$ cat src/rtl/lsu.sv
// Load/store unit: aligned LB/LH/LW/LBU/LHU/SB/SH/SW to a req/ack bus; plain results pass through with 1-cycle latency.
// A memory op takes IDLE->BUSY->DONE (>=3 cycles) and holds stall_o until ack; misaligned ops just pulse misalign_o.
module lsu (
  input  logic        clk,
  input  logic        rst,
  input  logic [31:0] inst_i,
  input  logic        mem_r_ena_i,
  input  logic        mem_w_ena_i,
  input  logic [31:0] mem_r_addr_i,
  input  logic [31:0] mem_w_addr_i,
  input  logic        reg_w_ena_i,
  input  logic [4:0]  reg_w_addr_i,
  input  logic [31:0] reg_w_data_i,
  output logic        dmem_req_o,
  output logic        dmem_we_o,
  output logic [31:0] dmem_addr_o,
  output logic [31:0] dmem_wdata_o,
  output logic [3:0]  dmem_be_o,
  input  logic [31:0] dmem_rdata_i,
  input  logic        dmem_ack_i,
  output logic        reg_w_ena_o,
  output logic [4:0]  reg_w_addr_o,
  output logic [31:0] reg_w_data_o,
  output logic        stall_o,
  output logic        misalign_o
);

  typedef enum logic [1:0] {IDLE = 2'd0, BUSY = 2'd1, DONE = 2'd2} state_t;
  state_t state_q, state_d;

  logic        dmem_req_q, dmem_req_d, dmem_we_q, dmem_we_d;
  logic [31:0] dmem_addr_q, dmem_addr_d, dmem_wdata_q, dmem_wdata_d;
  logic [3:0]  dmem_be_q, dmem_be_d;
  logic        reg_w_ena_q, reg_w_ena_d;
  logic [4:0]  reg_w_addr_q, reg_w_addr_d;
  logic [31:0] reg_w_data_q, reg_w_data_d;
  logic        misalign_q, misalign_d;
  logic        op_store_q, op_store_d, op_ena_q, op_ena_d;
  logic [2:0]  op_f3_q, op_f3_d;
  logic [1:0]  op_lo_q, op_lo_d;
  logic [4:0]  op_rd_q, op_rd_d;

  logic [2:0]  funct3;
  logic        is_mem, is_store, is_half, is_word, misalign, go;
  logic [31:0] addr, wdata, load_val;
  logic [3:0]  be;
  logic [7:0]  rbyte;
  logic [15:0] rhalf;
  logic        unused_inst;

  assign funct3      = inst_i[14:12];
  assign unused_inst = ^{inst_i[31:15], inst_i[11:0]};
  assign is_store    = mem_w_ena_i;
  assign is_mem      = mem_r_ena_i | mem_w_ena_i;
  assign addr        = is_store ? mem_w_addr_i : mem_r_addr_i;
  assign is_half     = (funct3 == 3'd1) || (!is_store && funct3 == 3'd5);
  assign is_word     = (funct3 == 3'd2);
  assign misalign    = is_mem && ((is_half && addr[0]) || (is_word && addr[1:0] != 2'b00));
  assign go          = (state_q == IDLE) && is_mem && !misalign;

  always_comb begin
    be    = 4'b0000;
    wdata = reg_w_data_i;
    case (funct3[1:0])
      2'd0: begin
        be    = 4'b0001 << addr[1:0];
        wdata = {4{reg_w_data_i[7:0]}};
      end
      2'd1: begin
        be    = addr[1] ? 4'b1100 : 4'b0011;
        wdata = {2{reg_w_data_i[15:0]}};
      end
      2'd2:    be = 4'b1111;
      default: be = 4'b0000;
    endcase
    // Store funct3 values above SW are not real stores: touch no lanes.
    if (is_store && funct3[2]) be = 4'b0000;
  end

  always_comb begin
    rbyte    = dmem_rdata_i[{op_lo_q, 3'b000} +: 8];
    rhalf    = op_lo_q[1] ? dmem_rdata_i[31:16] : dmem_rdata_i[15:0];
    load_val = 32'h0;
    case (op_f3_q)
      3'd0:    load_val = {{24{rbyte[7]}}, rbyte};
      3'd1:    load_val = {{16{rhalf[15]}}, rhalf};
      3'd2:    load_val = dmem_rdata_i;
      3'd4:    load_val = {24'h0, rbyte};
      3'd5:    load_val = {16'h0, rhalf};
      default: load_val = 32'h0;
    endcase
  end

  always_ff @(posedge clk) begin
    if (rst) begin
      state_q      <= IDLE;
      dmem_req_q   <= 1'b0;
      dmem_we_q    <= 1'b0;
      dmem_addr_q  <= 32'h0;
      dmem_wdata_q <= 32'h0;
      dmem_be_q    <= 4'h0;
      reg_w_ena_q  <= 1'b0;
      reg_w_addr_q <= 5'h0;
      reg_w_data_q <= 32'h0;
      misalign_q   <= 1'b0;
      op_store_q   <= 1'b0;
      op_ena_q     <= 1'b0;
      op_f3_q      <= 3'h0;
      op_lo_q      <= 2'h0;
      op_rd_q      <= 5'h0;
    end else begin
      state_q      <= state_d;
      dmem_req_q   <= dmem_req_d;
      dmem_we_q    <= dmem_we_d;
      dmem_addr_q  <= dmem_addr_d;
      dmem_wdata_q <= dmem_wdata_d;
      dmem_be_q    <= dmem_be_d;
      reg_w_ena_q  <= reg_w_ena_d;
      reg_w_addr_q <= reg_w_addr_d;
      reg_w_data_q <= reg_w_data_d;
      misalign_q   <= misalign_d;
      op_store_q   <= op_store_d;
      op_ena_q     <= op_ena_d;
      op_f3_q      <= op_f3_d;
      op_lo_q      <= op_lo_d;
      op_rd_q      <= op_rd_d;
    end
  end

  always_comb begin
    state_d = state_q;
    case (state_q)
      IDLE:    if (go) state_d = BUSY;
      BUSY:    if (dmem_ack_i) state_d = DONE;
      DONE:    state_d = IDLE;
      default: state_d = IDLE;
    endcase
  end

  always_comb begin
    stall_o      = !rst && ((state_q == BUSY) || go);
    dmem_req_d   = dmem_req_q;
    dmem_we_d    = dmem_we_q;
    dmem_addr_d  = dmem_addr_q;
    dmem_wdata_d = dmem_wdata_q;
    dmem_be_d    = dmem_be_q;
    reg_w_ena_d  = 1'b0;
    reg_w_addr_d = reg_w_addr_q;
    reg_w_data_d = reg_w_data_q;
    misalign_d   = 1'b0;
    op_store_d   = op_store_q;
    op_ena_d     = op_ena_q;
    op_f3_d      = op_f3_q;
    op_lo_d      = op_lo_q;
    op_rd_d      = op_rd_q;
    case (state_q)
      IDLE: begin
        if (!is_mem) begin
          reg_w_ena_d  = reg_w_ena_i;
          reg_w_addr_d = reg_w_addr_i;
          reg_w_data_d = reg_w_data_i;
        end else if (misalign) begin
          misalign_d = 1'b1;
        end else begin
          dmem_req_d   = 1'b1;
          dmem_we_d    = is_store;
          dmem_addr_d  = {addr[31:2], 2'b00};
          dmem_wdata_d = wdata;
          dmem_be_d    = be;
          op_store_d   = is_store;
          op_ena_d     = reg_w_ena_i;
          op_f3_d      = funct3;
          op_lo_d      = addr[1:0];
          op_rd_d      = reg_w_addr_i;
        end
      end
      BUSY: begin
        if (dmem_ack_i) begin
          dmem_req_d   = 1'b0;
          reg_w_ena_d  = op_ena_q & ~op_store_q;
          reg_w_addr_d = op_rd_q;
          reg_w_data_d = op_store_q ? 32'h0 : load_val;
        end
      end
      default: ;
    endcase
  end

  assign dmem_req_o   = dmem_req_q;
  assign dmem_we_o    = dmem_we_q;
  assign dmem_addr_o  = dmem_addr_q;
  assign dmem_wdata_o = dmem_wdata_q;
  assign dmem_be_o    = dmem_be_q;
  assign reg_w_ena_o  = reg_w_ena_q;
  assign reg_w_addr_o = reg_w_addr_q;
  assign reg_w_data_o = reg_w_data_q;
  assign misalign_o   = misalign_q;

endmodule

$ cat config.mk
export PLATFORM = sky130hd
export DESIGN_NAME = lsu
export DESIGN_NICKNAME = d
export VERILOG_FILES = /design/src/rtl/lsu.sv
export SDC_FILE = /design/constraint.sdc
export NUM_CORES = 1
export LEC_CHECK = 0
export BUFFER_PORTS_ARGS = -buffer_cell sky130_fd_sc_hd__buf_2
export CAP_MARGIN = 40
export CORE_MARGIN = 1
export CORE_UTILIZATION = 40
export DETAILED_ROUTE_END_ITERATION = 7
export PLACE_DENSITY_LB_ADDON = 0.1
export SLEW_MARGIN = 20
export SYNTH_ARGS = -nofsm -noshare
export SYNTH_HDL_FRONTEND = slang
export SYNTH_SLANG_ARGS = --single-unit
$ cat constraint.sdc
create_clock -name clk -period 5.1 [get_ports clk]
set_input_delay 0 -clock clk [delete_from_list [all_inputs] [get_ports clk]]
set_output_delay 0 -clock clk [all_outputs]
set_load 0.05 [all_outputs]
==> results of run 1 <==
kinds of logic (layout without fill, tap and decap cells):
kind of cell	count (synthesis)	count (layout)	synth area share
other	1	2	0.0005426
multiplexers	99	99	0.1546
flip-flops	120	120	0.3476
AO/OA/AOI/OAI	258	258	0.3045
buffers and inverters	129	383	0.09033
AND/OR/NAND/NOR	153	153	0.1025
state kept, by name (all words and copies together) (netlist names):
signal and cells:
dmem_wdata_o 32, reg_w_data_o 32, dmem_addr_o 30, op_rd_q 5, reg_w_addr_o 5, dmem_be_o 4
op_f3_q 3, op_lo_q 2, state_q 2, dmem_req_o 1, misalign_o 1, op_ena_q 1
op_store_q 1, reg_w_ena_o 1
worst max-delay path by stage:
stage | from | endpoint | cells past startpoint
3_3_place_gp | state_q[1] | stall_o | 5
5_1_grt | state_q[1] | stall_o | 6
3_5_place_dp | state_q[1] | stall_o | 6
4_1_cts | state_q[1] | stall_o | 6
6_report | state_q[1] | stall_o | 6
2_1_floorplan | state_q[1] | stall_o | 7
final cells by class:
cell class                      count  area [um^2]
Clock buffer                       25        475.5
Sequential cell                   120         2402
Multi-Input combinational cell    512         3923
Timing Repair Buffer              307         1852
Clock inverter                      7        141.4
Fill cell                        1576         7467
Tap cell                          220        275.3
Inverter                           44        165.2
per-layer routing:
metal / track usage / up-vias
li1: - / 3305
met1: 0.3518 / 3175
met2: 0.3895 / 234
met3: 0.05518 / 16
met4: 0.06250 / 0
met5: 0 / -
repair_timing:
item / 4_1_cts / 5_1_grt
hold endpoints to repair: 53 / 0
endpoints found under the setup margin: 0 / 0
hold buffers: 41 / 0
worst min-delay path, cell delays in order:
cell and delay, ns:
buf_2 0.11, a221oi_2 0.06, a221oi_2 0.20
where the power goes:
| group | switching, W | total (W) | leakage, nW | internal [W] |
|---|---|---|---|---|
| clock network | 0.000430 | 0.00127 | 0.296 | 0.000845 |
| registers | 0.0000683 | 0.00112 | 0.991 | 0.00105 |
| logic | 0.000790 | 0.00115 | 2.72 | 0.000363 |
through the flow:
| stage | hold slack [ns] | setup WS [ns] | area, um^2 | std cells | util |
|---|---|---|---|---|---|
| after global placement | 0.2714 | 2.023 | 8094 | 1156 | 0.4846 |
| after CTS | 0.0007630 | 1.767 | 9214 | 1234 | 0.5517 |
| after detailed placement | 0.2731 | 2.214 | 8187 | 1161 | 0.4902 |
| after global routing | 0.008413 | 2.127 | 9234 | 1235 | 0.5529 |
| final | 0.01259 | 2.254 | 9234 | 1235 | 0.5529 |
| after floorplan | 0.1421 | 2.930 | 6915 | 761 | - |
placed cells by master (no fill, tap or decap), drive strengths merged, types with 3 or more instances in the layout:
master         n
mux2          46
nor3          10
mux2i         52
a221oi        32
buf          266
bufinv         4
nor2b          8
dfxtp        120
nand4          4
inv           44
a32o           6
o2bb2ai        4
nand2         92
o21a           4
o21ai         44
dlygate4sd3   41
a31o           9
a311oi         8
nor2          13
a2111oi       10
nand2b         6
o211ai         3
nor3b          3
a21oi         26
a31oi          9
a211oi        90
clkbuf        25
==> results list, run 1 <==
* Run status: finished, final reports clean
- Critical path data required time: 5.10 ns
* Number of gates resized after CTS: 0
- The biggest area contributor in the post-synthesis netlist is dfxtp_1.
- Number of placement rows: 47
- Weighted congestion reported at the end of routability-driven placement: 0.8521
- The clock tree synthesis step divided the H-tree into 4 levels.
- Critical path's slowest cell: or3_2
- In this run the critical register-to-register path is launched from state_q[1].
* Worst reg-to-reg path cell count: 6
* Share of the yosys chip area belonging to registers: 0.3476
- In the synthesized netlist, the number of instances is 760.
- The worst-case IR drop observed on VDD is 265.1 uV.
* Worst hold path class: in2reg
- For this run the aggregate overflow at the end of global routing stands at 0.
- Total length of routed met3 wires: 1322 um
- Netlist Area Pre-Place: 0.006912 mm^2
* Final period util: 0.5580
* Syn_area_per_cell: 9.094 um^2
- For the pin with the worst max-slew slack, the measured transition is 0.7583 ns.
- The number of slew-limit violations in the final report is 0.
- Met1 wire length: 10690 um
- Maximum achievable frequency: 351.4 MHz
* Critical Path, Cell by Cell: or3_2 -> buf_16 -> a21o_2 -> buf_4 -> a21oi_1 -> buf_2
- Worst hold path cell count: 3
- Half-perimeter wire length of the detailed placement result: 15680 um
* CP Buf/Inv Count: 3
- The synthesized netlist contains 59 unique library cells.
- Worst reg-to-reg setup slack: 2.49 ns
* Number of buffers inserted to repair setup after CTS: 0
- Fraction of post-synthesis cell area in the top cell type by area: 0.3476
- Largest buffer count on any clock path: 2
- The first global-routing pass estimated 34890 um of wire.
* Sum of negative setup slack: 0 ns
- Post-synth EDFFs: 0
* Via/cell ratio: 5.449
- Data arrival at the endpoint of the critical path: 2.85 ns
- TritonCTS clock tree: done
* RSZ-0062 raised after global routing: no
- Length of routed met2 wiring: 10180 um
- The core region is 0.01670 mm^2.
- Measured along the x axis, the die boundary spans 133.5 um.
- Net total in the final layout: 1173
* Buffer type at the clock tree root: clkbuf_16
- For this run, design rule violations remaining after detail routing come to 0.
- For this configuration, the core starts out at a cell density of 0.4138.
* Number of sinks driven by the clock tree: 120
* Most repeated cell in the gate-level netlist after synthesis: dfxtp_1
- Total setup violations reported at the end of the flow: 0
- Grouping stages by cell kind, the critical path spends the most delay in buffers and inverters.
- Clock-pin slew was measured on the worst setup and hold paths at 0.05 ns.
- By area the synthesized netlist is led by dfxtp_1 (35%), a211oi_1 (8.3%), mux2i_1 (7.5%), mux2_2 (7.0%), a221oi_2 (5.2%).
* Post-synthesis sequential element count: 120
* CP startpoint kind: flop
- Largest net degree at the start of global routing: 71
* Hold path start: dmem_rdata_i[21]
- Summing internal, switching and leakage power gives 0.003545 W.
- The number of antenna violations at the first check in global routing came to 0.
- The routed layout has 6730 vias.
- Share of flip-flops with an asynchronous set or reset: 0
* Reported max-cap violation count: 0
- Synth-to-layout area growth: 33.60%
* Post-route minimum period: 2.846 ns
* Port-buffer cells: 249
- Total power divided by cell area: 383.9 mW/mm^2
* Detailed router's first-iteration violation count: 427
- In the synthesized netlist the dominant register cell turns out to be dfxtp_1.
- Clock latency reported for the late side of the worst-skew pair: 0.41 ns
- The critical path in this run is classified as reg2out.
- For hold timing, the worst endpoint is reg_w_data_o[21].
- Yosys synthesis warning count: 0
- Leak pwr: 4.006 nW
- Overall routing resource usage: 0.2511
* Setup clock skew after layout: 0.01028 ns
* Category of the worst setup path capture point: output port
- Worst path max stage delay: 0.76 ns
* Num CTS Buffers: 17
- After detailed routing, the total wire length is 22470 um.
- Via count of the first global-routing pass: 6322
* Final hold violations: 0
- The highest metal layer carrying signal wires in the routed design is met4.
- Chip Height: 133.5 um
- The die covers 0.01781 mm^2.
- Share of cells above drive strength 1: 0.3931
- Top Ports: 281
* Reg2reg end: reg_w_data_o[14]
- Of all nets on the critical path, the largest fanout is 27.
- Headroom to the max-slew limit came out at 0.4945.
- Dividing the detail-routed wire length by the instance count gives 18.19 um.
- Commonest cells in the synthesized netlist: dfxtp_1 (120), nand2_1 (92), a211oi_1 (76)
- The pre-antenna-repair detailed-routing pass consisted of 5 iterations.
- # diodes: 0
- Number of nets with antenna violations after detailed routing: 0
Note: power is estimated with default switching activity, not from simulation.
==> run 2, diff against run 1 <==
==> constraint.sdc (replaced) <==
create_clock -name clk -period 2.35 [get_ports clk]
set_input_delay 0 -clock clk [delete_from_list [all_inputs] [get_ports clk]]
set_output_delay 0 -clock clk [all_outputs]
set_load 0.05 [all_outputs]
==> results list, run 2 (synthesis gave the netlist of run 1 again) <==
- Setup repair after global routing left no endpoint under its margin.
- The number of slew-limit violations in the final report was 0.
* Final hold violations: 0
- For the pin with the worst max-slew slack, the measured transition is 0.6566 ns.
- Core Util, Final: 0.5554
* Hold path start: dmem_rdata_i[25]
- Overall routing resource usage: 0.2521
- Commonest cells after routing, fill and taps aside: buf_2 (249), dfxtp_1 (120), nand2_1 (92)
- Number of gates resized after CTS: 0
- Endpoint of the worst hold-timing path: reg_w_data_o[25]
* Core Area: 0.01670 mm^2
- CP startpoint kind: flop
* Via count of the first global-routing pass: 6337
- Share of cells above drive strength 1: 0.3967
* Largest buffer count on any clock path: 2
* Via/cell ratio: 5.458
- Number of nets with antenna violations after detailed routing: 0
- The count of buffers added on input and output ports is 249.
- Horizontal die dimension: 133.5 um
- Maximum achievable frequency: 445.1 MHz
* Run status: finished, final reports clean
* Number of buffers inserted to repair setup after CTS: 0
- After routing, the total negative slack on setup checks comes to 0 ns.
- Aggregate global routing overflow: 0
- Dividing total power by cell area gives a power density of 797.2 mW/mm^2.
- After clock tree synthesis, the clock-pin slew on the worst setup and hold paths is 0.05 ns.
* Number of sinks driven by the clock tree: 120
- Maximum VDD drop: 507.8 uV
- The number of antenna violations at the first check in global routing was 0.
* Largest net degree at the start of global routing: 74
* Detailed router's first-iteration violation count: 414
* Half-perimeter wire length of the detailed placement result: 15690 um
* Top Ports: 281
- Worst hold path cell count: 3
- Relative to the synthesized area, the layout overhead comes to 34.20%.
* # diodes: 0
- In the routed design, unresolved DRC markers number 0.
- The worst register-to-register path has a depth of 5.
- The worst register-to-register path has a setup slack of 0.31 ns.
- After detailed routing, the average wire length per cell comes to 18.08 um.
- After the last flow step, the layout net total stands at 1188.
* Highest fanout seen on the critical path: 27
- Setup clock skew after layout: 0.005922 ns
* Overall via count from detail_route: 6801
- For the worst setup path, the data arrival time is 2.25 ns.
- Number of placement rows: 47
* Reported max-cap violation count: 0
- TritonCTS clock tree: done
- The pre-antenna-repair detailed-routing pass consisted of 5 iterations.
- The die is 133.5 um tall.
- In this run the number of H-tree levels came out at 4.
* Critical path data required time: 2.35 ns
* Worst hold path class: in2reg
- The die covers 0.01781 mm^2.
* Weighted congestion reported at the end of routability-driven placement: 0.8545
* Most common cell after layout, fill and taps aside: buf_2
* First-pass GRT wire length: 34660 um
- Total setup violations reported at the end of the flow: 0
- The worst pin sits at a relative slew slack of 0.5622.
- The worst path in the final design needs a cycle of 2.247 ns, including I/O delays and setup.
- Buffers inserted during clock tree synthesis total 17.
- Of the available clock period, the critical path in the final layout requires 0.9560.
- Critical path type: reg2out
* Category of the worst setup path capture point: output port
- The startpoint identified for the worst register-to-register timing path is state_q[0].
- The routed design has 22530 um of wire.
- The worst register-to-register path ends at op_rd_q[0].
- Clock latency reported for the late side of the worst-skew pair: 0.42 ns
- Leak pwr: 4.039 nW
- For this configuration, the core starts out at a cell density of 0.4138.
- Buffer type at the clock tree root: clkbuf_16
## run 2: changes by cell type in the layout (fill, tap and decap cells not counted)
cell / change
buf_12: +4
buf_16: -2
buf_4: +10
buf_8: -2
bufinv_16: -3
clkbuf_1: -2
clkbuf_8: +2
clkinv_4: -1
dlygate4sd3_1: +5
## run 2: through the flow
step | power, W | cells | hold WS, ns | instance area (um^2) | setup slack [ns]
floorplan | 0.004269 | 761 | 0.1421 | 6915 | 0.1797
finish | 0.007394 | 1246 | 0.004407 | 9275 | 0.1034
detailed placement | 0.004924 | 1172 | 0.2722 | 8277 | 0.3063
global placement | 0.004921 | 1172 | 0.2637 | 8277 | 0.3680
CTS | 0.007431 | 1246 | 0.001391 | 9275 | 0.06857
global route | 0.007690 | 1246 | 0.01033 | 9275 | 0.01725
## run 2: layout make-up
type | instances | area, um^2
fillers | 1557 | 7426
multi-input cells | 512 | 3923
flip-flops and latches | 120 | 2402
repair buffers | 322 | 1972
clock buffers | 25 | 495.5
well taps | 220 | 275.3
inverters | 44 | 165.2
clock inverters | 3 | 42.54
## run 2: layer usage
| layer | GRT usage | up-vias | wire length [um] |
|---|---|---|---|
| li1 | - | 3346 | - |
| met1 | 0.3566 | 3186 | 10750 |
| met2 | 0.3767 | 243 | 10090 |
| met3 | 0.05137 | 26 | 1289 |
| met4 | 0.09091 | 0 | 396 |
| met5 | 0 | - | 0 |
## run 2: repair_timing
| action | in CTS | in global routing |
|---|---|---|
| hold buffers | 46 | 0 |
| endpoints found under the setup margin | 0 | 0 |
| endpoints found under the hold margin | 58 | 0 |
## run 2: worst max-delay path by stage
stage                     startpoint    endpoint  slack [ns]  depth (start not counted)
after CTS                 state_q[0]     stall_o        0.07                          4
after global placement    state_q[0]  op_rd_q[1]        0.37                          5
after floorplan           state_q[1]     stall_o        0.18                          7
after detailed placement  state_q[0]  op_rd_q[0]        0.31                          5
after global routing      state_q[0]     stall_o        0.02                          4
final                     state_q[0]     stall_o        0.10                          4
## run 2: worst max-delay path, cell delays in order, from the launching register on
cell	delay, ns
dfxtp_1	0.34
or3_2	0.51
a21o_2	0.44
a21oi_1	0.24
buf_2	0.28
## run 2: power breakdown
group / switching [W] / total (W) / internal [W]
Clock: 0.000909 / 0.00245 / 0.00154
Sequential: 0.000140 / 0.00242 / 0.00228
Combinational: 0.00172 / 0.00253 / 0.000803
